`src/rtl/dac_playback_ctrl.sv`:
```
// Paces show-ahead FIFO samples into the DAC register at a programmable rate.
// Define DAC_UNDERRUN_STOP_EN to make a RUN underrun stop playback.
module dac_playback_ctrl #(
    parameter int                DATA_W        = 16,
    parameter int                DIV_W         = 16,
    parameter int                SETTLE_CYCLES = 64,
    parameter logic [DATA_W-1:0] MIDSCALE      = 16'h8000
) (
    input  logic              clk,
    input  logic              reset,
    input  logic              start_fifo_cmd,
    input  logic              start_dac_cmd,
    input  logic              stop_dac_cmd,
    input  logic [DIV_W-1:0]  sample_div,
    input  logic              fifo_empty,
    input  logic [DATA_W-1:0] fifo_q,
    output logic              fifo_rdreq,
    output logic [DATA_W-1:0] dac_data,
    output logic              dac_valid,
    output logic              DAC_running,
    output logic              ADC_ready,
    output logic              underrun
);

    localparam int SET_W =
        (SETTLE_CYCLES > 1) ? $clog2(SETTLE_CYCLES) : 1;
    localparam logic [SET_W-1:0] SET_LAST = SET_W'(SETTLE_CYCLES - 1);

    typedef enum logic [1:0] {
        IDLE,
        ARMED,
        SETTLE,
        RUN
    } state_t;

    state_t             state_q, state_d;
    logic [DATA_W-1:0]  data_q, data_d;
    logic               valid_q, valid_d;
    logic               rdreq_q, rdreq_d;
    logic               undr_q, undr_d;
    logic [DIV_W-1:0]   div_q, div_d;
    logic [DIV_W-1:0]   cnt_q, cnt_d;
    logic [SET_W-1:0]   set_q, set_d;

    always_ff @(posedge clk or posedge reset) begin
        if (reset) begin
            state_q <= IDLE;
            data_q  <= MIDSCALE;
            valid_q <= 1'b0;
            rdreq_q <= 1'b0;
            undr_q  <= 1'b0;
            div_q   <= '0;
            cnt_q   <= '0;
            set_q   <= '0;
        end else begin
            state_q <= state_d;
            data_q  <= data_d;
            valid_q <= valid_d;
            rdreq_q <= rdreq_d;
            undr_q  <= undr_d;
            div_q   <= div_d;
            cnt_q   <= cnt_d;
            set_q   <= set_d;
        end
    end

    always_comb begin
        state_d = state_q;
        data_d  = data_q;
        valid_d = 1'b0;
        rdreq_d = 1'b0;
        undr_d  = undr_q;
        div_d   = div_q;
        cnt_d   = cnt_q;
        set_d   = set_q;
        if (stop_dac_cmd) begin
            state_d = IDLE;
            data_d  = MIDSCALE;
            valid_d = 1'b1;
            div_d   = '0;
            cnt_d   = '0;
            set_d   = '0;
        end else begin
            unique case (state_q)
                IDLE: begin
                    if (start_fifo_cmd) begin
                        state_d = ARMED;
                        undr_d  = 1'b0;
                    end
                end
                ARMED: begin
                    if (start_fifo_cmd)
                        undr_d = 1'b0;
                    if (start_dac_cmd) begin
                        if (fifo_empty) begin
                            undr_d = 1'b1;
                        end else begin
                            state_d = SETTLE;
                            data_d  = fifo_q;
                            valid_d = 1'b1;
                            rdreq_d = 1'b1;
                            set_d   = '0;
                            cnt_d   = '0;
                            // Zero would allow back-to-back pops.
                            div_d   = (sample_div == '0) ?
                                      DIV_W'(1) : sample_div;
                        end
                    end
                end
                SETTLE: begin
                    if (set_q == SET_LAST) begin
                        state_d = RUN;
                        cnt_d   = '0;
                    end else begin
                        set_d = set_q + 1'b1;
                    end
                end
                RUN: begin
                    if (cnt_q == div_q) begin
                        cnt_d = '0;
                        if (!fifo_empty) begin
                            data_d  = fifo_q;
                            valid_d = 1'b1;
                            rdreq_d = 1'b1;
                        end else begin
                            undr_d = 1'b1;
`ifdef DAC_UNDERRUN_STOP_EN
                            state_d = IDLE;
                            data_d  = MIDSCALE;
                            valid_d = 1'b1;
                            div_d   = '0;
`endif
                        end
                    end else begin
                        cnt_d = cnt_q + 1'b1;
                    end
                end
                default: state_d = IDLE;
            endcase
        end
    end

    assign fifo_rdreq  = rdreq_q;
    assign dac_data    = data_q;
    assign dac_valid   = valid_q;
    assign underrun    = undr_q;
    assign DAC_running = (state_q == SETTLE) || (state_q == RUN);
    assign ADC_ready   = (state_q == RUN);

endmodule
```
`config.mk`:
```
export PLATFORM = sky130hd
export DESIGN_NAME = dac_playback_ctrl
export DESIGN_NICKNAME = d
export VERILOG_FILES = /design/src/rtl/dac_playback_ctrl.sv
export SDC_FILE = /design/constraint.sdc
export NUM_CORES = 1
export LEC_CHECK = 0
export ABC_AREA = 1
export BUFFER_PORTS_ARGS = -buffer_cell sky130_fd_sc_hd__buf_4
export CAP_MARGIN = 20
export CORE_ASPECT_RATIO = 1.25
export CORE_MARGIN = 5
export CORE_UTILIZATION = 30
export CTS_CLUSTER_SIZE = 10
export DETAILED_ROUTE_END_ITERATION = 16
export PLACE_DENSITY_LB_ADDON = 0.08
export SLEW_MARGIN = 20
export SYNTH_ARGS = -nofsm -noshare
export SYNTH_HDL_FRONTEND = slang
export SYNTH_SLANG_ARGS = --single-unit
```
`constraint.sdc`:
```
create_clock -name clk -period 4.6 [get_ports clk]
set_clock_uncertainty 0.15 [all_clocks]
set_input_delay 0.46 -clock clk [delete_from_list [all_inputs] [get_ports clk]]
set_output_delay 0.46 -clock clk [all_outputs]
set_load 0.03 [all_outputs]
```
== Word-level counts from Yosys, hierarchy flattened ==
Cells that the tools add are included.

* Register bits: 59
* Latch bits: 0
* Bits in writable memories: 0
* ROM bits: 0
* Input bits: 38
* Output and inout port bits: 21
* Word-level logic and storage cells: 80
* Memories kept: 0

* Add/subtract/negate cells: 2
* Multiply operators: 0
* Div/mod/pow operators: 0
* Magnitude comparators: 0
* Eq/ne operators: 14
* Shift-type cells: 0
* Multiplexer cells: 39
* Bitwise operators: 1
* Reduce and logical (&&, ||, !) cells: 16

{| class="wikitable"
|+ Operators by type and width
! operator !! count
|-
| $mux 16 || 14
|-
| $pmux 16 s3 || 1
|-
| $pmux 16 s2 || 1
|-
| $mux 6 || 4
|-
| $add 16x1->16 const B || 1
|-
| $eq 16x16->1 || 1
|-
| $logic_not 16->1 || 1
|-
| $ne 3x3->1 const B || 5
|-
| $pmux 6 s2 || 1
|-
| $reduce_and 4->1 || 3
|-
| $mux 1 || 10
|-
| $mux 2 || 5
|-
| $reduce_bool 3->1 || 3
|-
| $reduce_bool 4->1 || 2
|-
| $add 6x1->6 const B || 1
|-
| $eq 6x6->1 const B || 1
|-
| $pmux 2 s3 || 1
|-
| $reduce_and 3->1 || 2
|-
| $reduce_and 5->1 || 1
|-
| $eq 2x2->1 const B || 2
|-
| $ne 2x2->1 const B || 2
|-
| $reduce_bool 2->1 || 2
|-
| $ne 3x2->1 const B || 1
|-
| $pmux 1 s3 || 1
|-
| other kinds (6) || 6
|}

== Logic depth before layout (Yosys ltp) ==
Gate-level depths: netlist (run 1).

* Depth in word-level cells: 6
* Depth in mapped cells: 12
* Mapped depth without buffers: 11

== Least setup slack after synthesis (run 1) ==
OpenSTA, ideal clock, no wires.

* Path type: register -> register
* From: register state_q[0]
* To: register cnt_q[3]
* Setup time: 0.077 ns
* Data arrival time: 1.614 ns
* Data required time: 4.373 ns
* Setup slack: 2.759 ns
* Stages on the path, launching flop included: 8
* Buffers on the path: 2
* Period minus slack after synthesis: 1.841 ns
* Cells stage by stage: dfrtp_1 -> ha_1 -> inv_1 -> nor2_1 -> nand2_2 -> buf_6 -> buf_6 -> a21oi_1

* Longest elaborated chain between the ends: 3
* Elaborated cells on any way between the ends: 10
* Those cells by class: 6 x eq/ne; 2 x mux; 2 x reduce/logical

{| class="wikitable"
|+ Ends and longest elaborated chain
! what !! RTL line !! text
|-
| start: declaration || 36 || <nowiki>state_t state_q, state_d;</nowiki>
|-
| start signal: assignment || 56 || <nowiki>state_q <= state_d;</nowiki>
|-
| $eq 2x2->1 (*) || n/a ||
|-
| net ADC_ready || 21 || <nowiki>output logic ADC_ready,</nowiki>
|-
| $pmux 16 s3 or $reduce_bool 4->1 (tied branches) || n/a ||
|-
| $mux 16 or $reduce_and 4->1 (tied branches) || n/a ||
|-
| end signal: assignment || 62 || <nowiki>cnt_q <= cnt_d;</nowiki>
|-
| end: declaration || 42 || <nowiki>logic [DIV_W-1:0] cnt_q, cnt_d;</nowiki>
|}

The timed path passes the listed nets; every way through them passes the cells marked *.
A chain may end at the register's enable or synchronous reset.

== Final worst setup path (run 1) ==
* From: register state_q[0]
* To: register cnt_q[12]

* Longest elaborated chain between the ends: 3
* Elaborated cells on any way between the ends: 10
* Those cells by class: 6 x eq/ne; 2 x mux; 2 x reduce/logical

{| class="wikitable"
|+ Ends and longest elaborated chain
! what !! RTL line !! text
|-
| $eq 2x2->1 or $eq 2x1->1 (tied branches) || 84 || <nowiki>unique case (state_q)</nowiki>
|-
| $ne 3x3->1 (no line) (tied with other cells) || n/a ||
|-
| $reduce_and 4->1 (no line) or $mux 16 (tied branches) || n/a ||
|}

Parallel ways exist; a longest one is shown, timed or not.

==> results.json, run 1 <==
{
  "max_freq_mhz": 417,
  "nets": 565,
  "r2r_end": "cnt_q[12]",
  "grt_pass1_vias": 3115,
  "hpwlAfterDp_um": 6330,
  "num-fill-cells": 1163,
  "cts_setup_buffers": 0,
  "ioPinCount": 59,
  "required_ns": 4.70,
  "synth.net_count": 507,
  "synth.top_cells.by_count": "nand2_1 (169), inv_1 (60), dfrtp_1 (58)",
  "cts-resized-gates": 0,
  "async_reset_ff_frac": 1.00,
  "routedWlPerCell_um": 13.2,
  "cts_sinks": 59,
  "drive_gt1_frac": 0.173,
  "grt_max_degree": 48,
  "cts_tree": "done",
  "min_period_ns": 2.40,
  "synth-edff-count": 0,
  "antenna_found_initial": 0,
  "hold_class": "input pin to flip-flop",
  "dieArea_mm2": 0.0134,
  "start_util": 0.304,
  "fin_util": 0.379,
  "vias": 3099,
  "path_class": "flip-flop to flip-flop",
  "synth.largest_area_cell": "dfrtp_1",
  "report.final.setup_viol": 0,
  "path_max_fanout": 45,
  "antennaDiodeCount": 0,
  "routabilityCongestion": 0.838,
  "vdd_drop_max_uv": 311,
  "hold_buffers": 1,
  "tns_ns": 0,
  "crit-reg2reg-launch": "state_q[0]",
  "clockRootBuffer": "clkbuf_16",
  "synth_seq_area_share": 0.440,
  "clk_latency_ns": 0.33,
  "finalPower_mw": 2.05,
  "relSlewSlack": 0.384,
  "ys_types": 29,
  "path_clk_slew_ns": 0.05,
  "synth_area_leaders": "dfrtp_1 (43%), nand2_1 (19%), inv_1 (6.7%), nand3_1 (5.1%), nor2_1 (3.5%)",
  "status": "finished, final reports clean",
  "ant_nets": 0,
  "rows": 43,
  "worst_pin_slew_ns": 0.922,
  "port_buffers": 58,
  "area_growth_pct": 24.7,
  "finalWirelength_um": 8750,
  "maxSlewViolCount": 0,
  "numCtsBuffers": 9,
  "clock_path_buffers": 2,
  "p_leak_nw": 2.12,
  "synth-main-ff-cell": "dfrtp_1",
  "crit_path_start_kind": "flip-flop",
  "whs_ns": 0.210,
  "core_mm2": 0.0110,
  "grt_overflow": 0,
  "die_h_um": 128,
  "drt-pass1-iter-count": 4,
  "syn_area_mm2": 0.00336,
  "die_width_um": 105,
  "cp_data_arrival_time_ns": 2.50,
  "hold_violations": 0,
  "syn_inst": 463,
  "rsz0062_at_grt": "false",
  "routed_via_density": 4.69,
  "syn_area_per_cell_um2": 7.25,
  "yosysWarnings": 0,
  "post-route-period-util": 0.521,
  "synthMostInstantiatedCell": "nand2_1",
  "h-tree-depth": 3,
  "critPathCaptureType": "flip-flop",
  "maxCapViolations": 0,
  "startpoint": "state_q[0]",
  "p_per_area_mw_per_mm2": 489,
  "drtIter0Drc": 89,
  "grt_pass1_wl_um": 14700,
  "synth.top_cell.area_share": 0.433,
  "endpoint": "cnt_q[12]",
  "drc": 0,
  "reg2reg_depth": 9,
  "track_usage": 0.135,
  "ys_ff_latch": 59,
  "ff2ff_setup_slack_ns": 2.20
}
## critical path: stages (launching register included)
cell     delay [ns]
dfrtp_1        0.40
inv_1          0.10
ha_1           0.24
nand2_1        0.16
nor2_1         0.11
nor2_4         0.73
nand3_1        0.14
nand2_1        0.10
nand2_1        0.05
a21oi_1        0.12
## cells by family (layout without fill, tap and decap cells)
group | Yosys count | count (layout) | synth area share
fa+ha+maj | 6 | 6 | 0.0224
flops | 59 | 59 | 0.440
buf+inv | 76 | 139 | 0.0973
simple gates | 271 | 271 | 0.350
compound gates | 51 | 51 | 0.0895
## layout by cell type (no fill, tap or decap), types with 2 or more instances in the layout
cell type	Yosys	layout
nand2_2	4	4
clkinvlp_4	0	2
dfrtp_1	58	58
a21oi_1	18	18
nand3b_1	15	15
nor4_1	2	2
nor2_1	31	31
buf_4	3	60
nor3_1	4	4
o21ai_0	18	18
o22ai_1	8	8
clkbuf_16	0	9
clkinv_2	0	3
a21oi_2	3	3
nand2_1	169	169
nand4_1	9	9
nand3_1	34	34
inv_1	60	59
inv_2	2	3
ha_1	6	6
## worst min path at each step
stage                             from    endpoint  slack [ns]  cells past startpoint
after floorplan               set_q[5]    set_q[5]        0.28                      1
after global placement           reset  state_q[0]        0.29                      2
after detailed placement         reset    set_q[2]        0.29                      2
after CTS                 stop_dac_cmd  fifo_rdreq        0.20                      2
after global routing      stop_dac_cmd  fifo_rdreq        0.22                      2
final                     stop_dac_cmd  fifo_rdreq        0.21                      2
## area by class of cell
cell class	instances	area (um^2)	share of cell area
well taps	135	169	0.0404
clock inverters	7	68.8	0.0164
multi-input cells	328	1550	0.371
repair buffers	61	460	0.110
inverters	62	233	0.0556
clock buffers	9	225	0.0538
flip-flops and latches	59	1480	0.353
## per-stage QoR
stage,cell area (um^2),setup slack (ns),instances
after CTS,4190,2.20,661
after floorplan,3360,2.54,463
after global placement,3880,2.10,644
after global routing,4190,1.99,661
final,4190,2.20,661
after detailed placement,3880,1.98,644
## power breakdown
group	internal, mW	switching (mW)	leakage (nW)
clock network	0.417	0.251	0.141
logic	0.224	0.479	1.20
registers	0.616	0.0592	0.784
## layer usage
layer | global-route usage | part of all wire
met5 | 0 | 0
met4 | 0.0655 | 0.021
met3 | 0.0247 | 0.030
met2 | 0.236 | 0.51
met1 | 0.159 | 0.44
## registers in the layout, summed over array words and instances, names as in the netlist
register,count
cnt_q,16
dac_data,16
dac_valid,1
div_q,16
fifo_rdreq,1
set_q,6
state_q,2
underrun,1
Power figures use the tool's default switching activity.
==> run 2: changes to the inputs <==
--- a/config.mk
+++ b/config.mk
@@ -5,7 +5,7 @@
 export SDC_FILE = /design/constraint.sdc
 export NUM_CORES = 1
 export LEC_CHECK = 0
-export ABC_AREA = 1
+export ABC_AREA = 0
 export BUFFER_PORTS_ARGS = -buffer_cell sky130_fd_sc_hd__buf_4
 export CAP_MARGIN = 20
 export CORE_ASPECT_RATIO = 1.25
==> constraint.sdc (replaced) <==
create_clock -name clk -period 2.35 [get_ports clk]
set_clock_uncertainty 0.15 [all_clocks]
set_input_delay 0.235 -clock clk [delete_from_list [all_inputs] [get_ports clk]]
set_output_delay 0.235 -clock clk [all_outputs]
set_load 0.03 [all_outputs]
==> run 2 against run 1 <==
Clock power rose by 75%. Via count decreased by 11%. Worst hold slack got worse by 0.20 ns. First-iteration DRC count decreased by 33%. Synthesized area down 4.9%. Non-clock buffer count increased by 40. Register-to-register slack got worse by 2.0 ns. Utilization is 3.7 points higher. Sequential share of layout area shrank 1.6 points. Fmax increased by 9.2%. Design area rose by 4.6%. Total power up 77%. Largest power group unchanged.
==> results.json, run 2 <==
{
  "synth_area_leaders": "dfrtp_1 (45%), nand3_1 (5.0%), o21ai_0 (5.0%), a21oi_1 (3.9%), a22o_1 (3.8%)",
  "path_clk_slew_ns": 0.05,
  "r2r_end": "cnt_q[15]",
  "die_h_um": 125,
  "syn_inst": 321,
  "p_sw_mw": 1.27,
  "drive_gt1_frac": 0.279,
  "grt_pass1_wl_um": 14800,
  "p_leak_nw": 1.88,
  "p_seq_frac": 0.332,
  "antenna_found_initial": 0,
  "routed_via_density": 4.96,
  "die_width_um": 102,
  "max_freq_mhz": 455,
  "clockPowerShare": 0.322,
  "synth_seq_area_share": 0.463,
  "antennaDiodeCount": 0,
  "dieArea_mm2": 0.0128,
  "routabilityCongestion": 0.756,
  "syn_area_per_cell_um2": 9.94,
  "track_usage": 0.148,
  "hpwlAfterDp_um": 6380,
  "cts_tree": "done",
  "syn_area_mm2": 0.00319,
  "swShare": 0.349,
  "p_comb_frac": 0.346,
  "ys_types": 53,
  "clockRootBuffer": "clkbuf_16",
  "p_int_mw": 2.36,
  "mostFrequentLayoutCells": "buf_4 (78), dfrtp_1 (58), o21ai_0 (32), nand3_1 (32)",
  "synth.net_count": 365,
  "ff2ff_setup_slack_ns": 0.15,
  "yosysWarnings": 0,
  "layout.cells.most_common": "buf_4",
  "multiInputGateArea_mm2": 0.00160,
  "start_util": 0.304,
  "synth-edff-count": 0,
  "finalWirelength_um": 8960,
  "reg2reg_depth": 7,
  "vias": 2754,
  "cts-resized-gates": 0,
  "synthMostInstantiatedCell": "dfrtp_1",
  "num-fill-cells": 1062,
  "relSlewSlack": 0.352,
  "post-route-period-util": 0.934,
  "core_mm2": 0.0105,
  "drt-pass1-iter-count": 4,
  "h-tree-depth": 3,
  "ioPinCount": 59,
  "critPathCaptureType": "flip-flop",
  "maxCapViolations": 0,
  "place_area_mm2": 0.00388,
  "fin_util": 0.417,
  "path_class": "flip-flop to flip-flop",
  "p_per_area_mw_per_mm2": 827,
  "synth.top_cell.area_share": 0.455,
  "maxSlewViolCount": 0,
  "grt_pass1_vias": 2891,
  "worst_pin_slew_ns": 0.968,
  "report.final.setup_viol": 0,
  "port_buffers": 58,
  "synth-main-ff-cell": "dfrtp_1",
  "path_max_fanout": 6,
  "nets": 462,
  "ant_nets": 0,
  "async_reset_ff_frac": 1.00,
  "required_ns": 2.46,
  "cts_sinks": 59,
  "routedWlPerCell_um": 16.1,
  "synth.top_cells.by_count": "dfrtp_1 (58), nand3_1 (32), o21ai_0 (32)",
  "seq_area_mm2": 0.00148,
  "hold_violations": 0,
  "status": "finished, final reports clean",
  "final_area_mm2": 0.00438,
  "crit_path_start_kind": "flip-flop",
  "grt_overflow": 0,
  "synth.largest_area_cell": "dfrtp_1",
  "startpoint": "state_q[0]",
  "cp_data_arrival_time_ns": 2.30,
  "drtIter0Drc": 60,
  "endpoint": "cnt_q[15]",
  "ys_ff_latch": 59,
  "rsz0062_at_grt": "true",
  "rows": 42,
  "vdd_drop_max_uv": 380,
  "grt_max_degree": 36,
  "min_period_ns": 2.20,
  "clock_path_buffers": 2,
  "hold_class": "input pin to flip-flop",
  "area_growth_pct": 37.2,
  "drc": 0,
  "crit-reg2reg-launch": "state_q[0]",
  "clk_latency_ns": 0.33,
  "finalPower_mw": 3.62,
  "numCtsBuffers": 9
}
run 2: cell count changes in the layout (fill, tap and decap cells not counted), sizes merged, moves of 14 or more:
cell and change:
a22o +14, buf +20, dlygate4sd3 +20, inv -53
nand2 -149, nor2 -18, o21ai +16, xnor2 +16
run 2: layer usage:
layer	up-vias	track usage	wire (um)
li1	1372	-	-
met1	1315	0.189	3990
met2	53	0.240	4490
met3	14	0.0368	319
met4	0	0.0564	172
met5	-	0	0
run 2: worst min path at each step:
stage / from / to / slack, ns / cells after the start
floorplan: fifo_q[15] / dac_data[15] / 0.21 / 2
global placement: reset / dac_data[9] / 0.19 / 2
detailed placement: reset / dac_data[9] / 0.20 / 2
CTS: fifo_q[1] / dac_data[1] / 0.002 / 3
global route: fifo_q[3] / dac_data[3] / 0.007 / 3
finish: fifo_q[12] / dac_data[12] / 0.02 / 3
run 2: repair_timing:
action / in CTS / in global routing
hold buffers: 21 / 0
setup endpoints to repair: 0 / 3
endpoints found under the hold margin: 43 / 0
buffers inserted: 0 / 1
run 2: per-stage QoR:
stage               setup TNS, ns  hold WS [ns]  std cells  setup WS, ns
floorplan                       0         0.212        321         0.130
global placement                0         0.189        517         0.162
detailed placement              0         0.197        517         0.112
CTS                             0       0.00176        554         0.107
global route              -0.0248       0.00685        555       -0.0248
finish                          0        0.0153        555         0.154
run 2: cells by family (layout without fill, tap and decap cells):
logic type,Yosys count,count (layout),share of synthesized area
simple gates,122,122,0.213
compound gates,87,87,0.184
flops,59,59,0.463
buf+inv,24,126,0.0361
xor+xnor,21,21,0.0729
fa+ha+maj,6,6,0.0235
mux,2,2,0.00784
run 2: final cells by class:
type                            count  area share
Multi-Input combinational cell    238       0.366
Sequential cell                    59       0.338
Timing Repair Buffer              101       0.191
Clock buffer                       11      0.0532
Tap cell                          132      0.0377
Inverter                            9     0.00772
Clock inverter                      5     0.00686
run 2: worst max-delay path, stage by stage (launching register included):
cell and delay, ns:
dfrtp_1 0.41, inv_1 0.11, ha_1 0.32, nor3_1 0.07, a31oi_4 0.19, nand2_1 0.19, or4_1 0.54, a21oi_1 0.15
run 2: power by group through the flow:
stage / clock, mW / sequential (mW) / combinational, mW
floorplan: 0 / 1.29 / 0.703
global placement: 0 / 1.22 / 1.18
detailed placement: 0 / 1.22 / 1.18
CTS: 1.21 / 1.20 / 1.21
global route: 1.25 / 1.22 / 1.37
finish: 1.17 / 1.20 / 1.25
==> run 3: changes to the inputs <==
--- a/config.mk
+++ b/config.mk
@@ -11,6 +11,7 @@
 export CORE_ASPECT_RATIO = 1.25
 export CORE_MARGIN = 5
 export CORE_UTILIZATION = 30
+export CTS_BUF_LIST = sky130_fd_sc_hd__clkbuf_8
 export CTS_CLUSTER_SIZE = 10
 export DETAILED_ROUTE_END_ITERATION = 16
 export PLACE_DENSITY_LB_ADDON = 0.08
==> run 3 against run 2 <==
Via count is 2.0% higher. Clock power is 33% lower. Worst hold slack better by 0.027 ns. Sequential power hardly changed. Utilization is 0.35 points higher. Critical path depth stayed put. Sequential share of layout area is 0.28 points lower. Routed wire length hardly changed. Setup slack worse by 0.010 ns. Global-route usage is 0.074 points lower. Design area is 0.83% higher. Non-clock buffer count is 12 higher.
==> results.json, run 3 (synthesis gave the netlist of run 2 again) <==
{
  "hpwlAfterDp_um": 6380,
  "dieArea_mm2": 0.0128,
  "post-route-period-util": 0.939,
  "ioPinCount": 59,
  "crit_buf_inv": 1,
  "clockPowerShare": 0.239,
  "rows": 42,
  "drive_gt1_frac": 0.274,
  "finalWirelength_um": 8970,
  "cts_sinks": 59,
  "grt_pass1_vias": 2908,
  "routed-wl-met2_um": 4560,
  "finalPower_mw": 3.27,
  "hold_class": "input pin to flip-flop",
  "tns_ns": 0,
  "die_width_um": 102,
  "numCtsBuffers": 9,
  "p_seq_frac": 0.367,
  "vias": 2809,
  "drt-pass1-iter-count": 4,
  "slowest_delay_ns": 0.52,
  "met1_length_um": 3890,
  "crit_path_start_kind": "flip-flop",
  "worst_pin_slew_ns": 0.675,
  "port_buffers": 58,
  "p_comb_frac": 0.394,
  "wl_met3_um": 392,
  "p_per_area_mw_per_mm2": 740,
  "grt_max_degree": 36,
  "min_period_ns": 2.21,
  "path_clk_slew_ns": 0.06,
  "die_h_um": 125,
  "maxSlewViolCount": 0,
  "hold_violations": 0,
  "grt_overflow": 0,
  "start_util": 0.304,
  "cp_data_arrival_time_ns": 2.32,
  "path_max_fanout": 6,
  "clock_path_buffers": 2,
  "status": "finished, final reports clean",
  "p_sw_mw": 1.23,
  "maxCapViolations": 0,
  "swShare": 0.377,
  "grt_pass1_wl_um": 14800,
  "report.final.setup_viol": 0,
  "path_class": "flip-flop to flip-flop",
  "clockRootBuffer": "clkbuf_8",
  "vdd_drop_max_uv": 378,
  "h-tree-depth": 3,
  "slowest_stage": "or4_1",
  "cts_tree": "done",
  "cp_top_family": "simple AND/OR/NAND/NOR gates",
  "nets": 474,
  "max_freq_mhz": 453,
  "antenna_found_initial": 0,
  "drc": 0,
  "layout.cells.most_common": "buf_4",
  "routed_via_density": 4.95,
  "core_mm2": 0.0105,
  "routed.top_layer": "met4",
  "ant_nets": 0,
  "p_leak_nw": 1.89,
  "p_int_mw": 2.04,
  "area_growth_pct": 38.4,
  "drtIter0Drc": 57,
  "critPathCaptureType": "flip-flop",
  "routabilityCongestion": 0.756,
  "track_usage": 0.148,
  "routedWlPerCell_um": 15.8,
  "antennaDiodeCount": 0,
  "required_ns": 2.46,
  "rsz0062_at_grt": "false",
  "clk_latency_ns": 0.34,
  "mostFrequentLayoutCells": "buf_4 (78), dfrtp_1 (58), dlygate4sd3_1 (33)",
  "relSlewSlack": 0.550,
  "path_cells": "inv_1, ha_1, nor3_1, a31oi_4, nand2_2, or4_1, a21oi_1"
}
## run 3: power by group through the flow
stage                     Clock, mW  Sequential, mW  Combinational (mW)
after floorplan                   0            1.29               0.703
after global placement            0            1.22                1.18
after detailed placement          0            1.22                1.18
after CTS                     0.813            1.20                1.23
after global routing          0.854            1.21                1.40
final                         0.780            1.20                1.29
## run 3: worst min-delay path, cell delays in order
cell and delay, ns:
buf_4 0.09, nand2_1 0.04, nand2_1 0.05, nand3_1 0.07
## run 3: area by class of cell
cell class	instances	area (um^2)
flip-flops and latches	59	1480
well taps	132	165
inverters	9	33.8
repair buffers	113	956
multi-input cells	238	1620
clock buffers	9	124
clock inverters	7	37.5
fillers	1061	6100
## run 3: final timing paths
path                       cells after the start  slack, ns           to      startpoint
setup / recovery                               7       0.14    cnt_q[15]      state_q[0]
hold / removal                                 4       0.04     underrun  start_fifo_cmd
setup reg to reg                               7       0.14    cnt_q[15]      state_q[0]
hold reg to reg                                2       0.35     div_q[8]        div_q[8]
max in group asynchronous                      4       1.09     cnt_q[5]           reset
min in group asynchronous                      3       0.36  dac_data[9]           reset
## run 3: metrics by stage
step / hold WS (ns) / util / setup slack, ns / cells / cell area [um^2]
after floorplan: 0.212 / - / 0.130 / 321 / 3190
after global placement: 0.189 / 0.370 / 0.162 / 517 / 3880
after detailed placement: 0.197 / 0.370 / 0.112 / 517 / 3880
after CTS: 0.0246 / 0.416 / 0.107 / 566 / 4380
after global routing: 0.0695 / 0.420 / 0.00350 / 567 / 4410
final: 0.0425 / 0.420 / 0.144 / 567 / 4410
## run 3: metal layers
metal / GRT usage / vias up
met3: 0.0362 / 12
met1: 0.190 / 1348
met5: 0 / -
li1: - / 1389
met2: 0.242 / 60
met4: 0.0463 / 0
## run 3: timing repair
action                                 in CTS  in global routing
setup buffers                               0                  1
endpoints found under the hold margin      56                  0
hold buffers                               33                  0
setup endpoints to repair                   0                  7
gates resized for setup                     0                  3
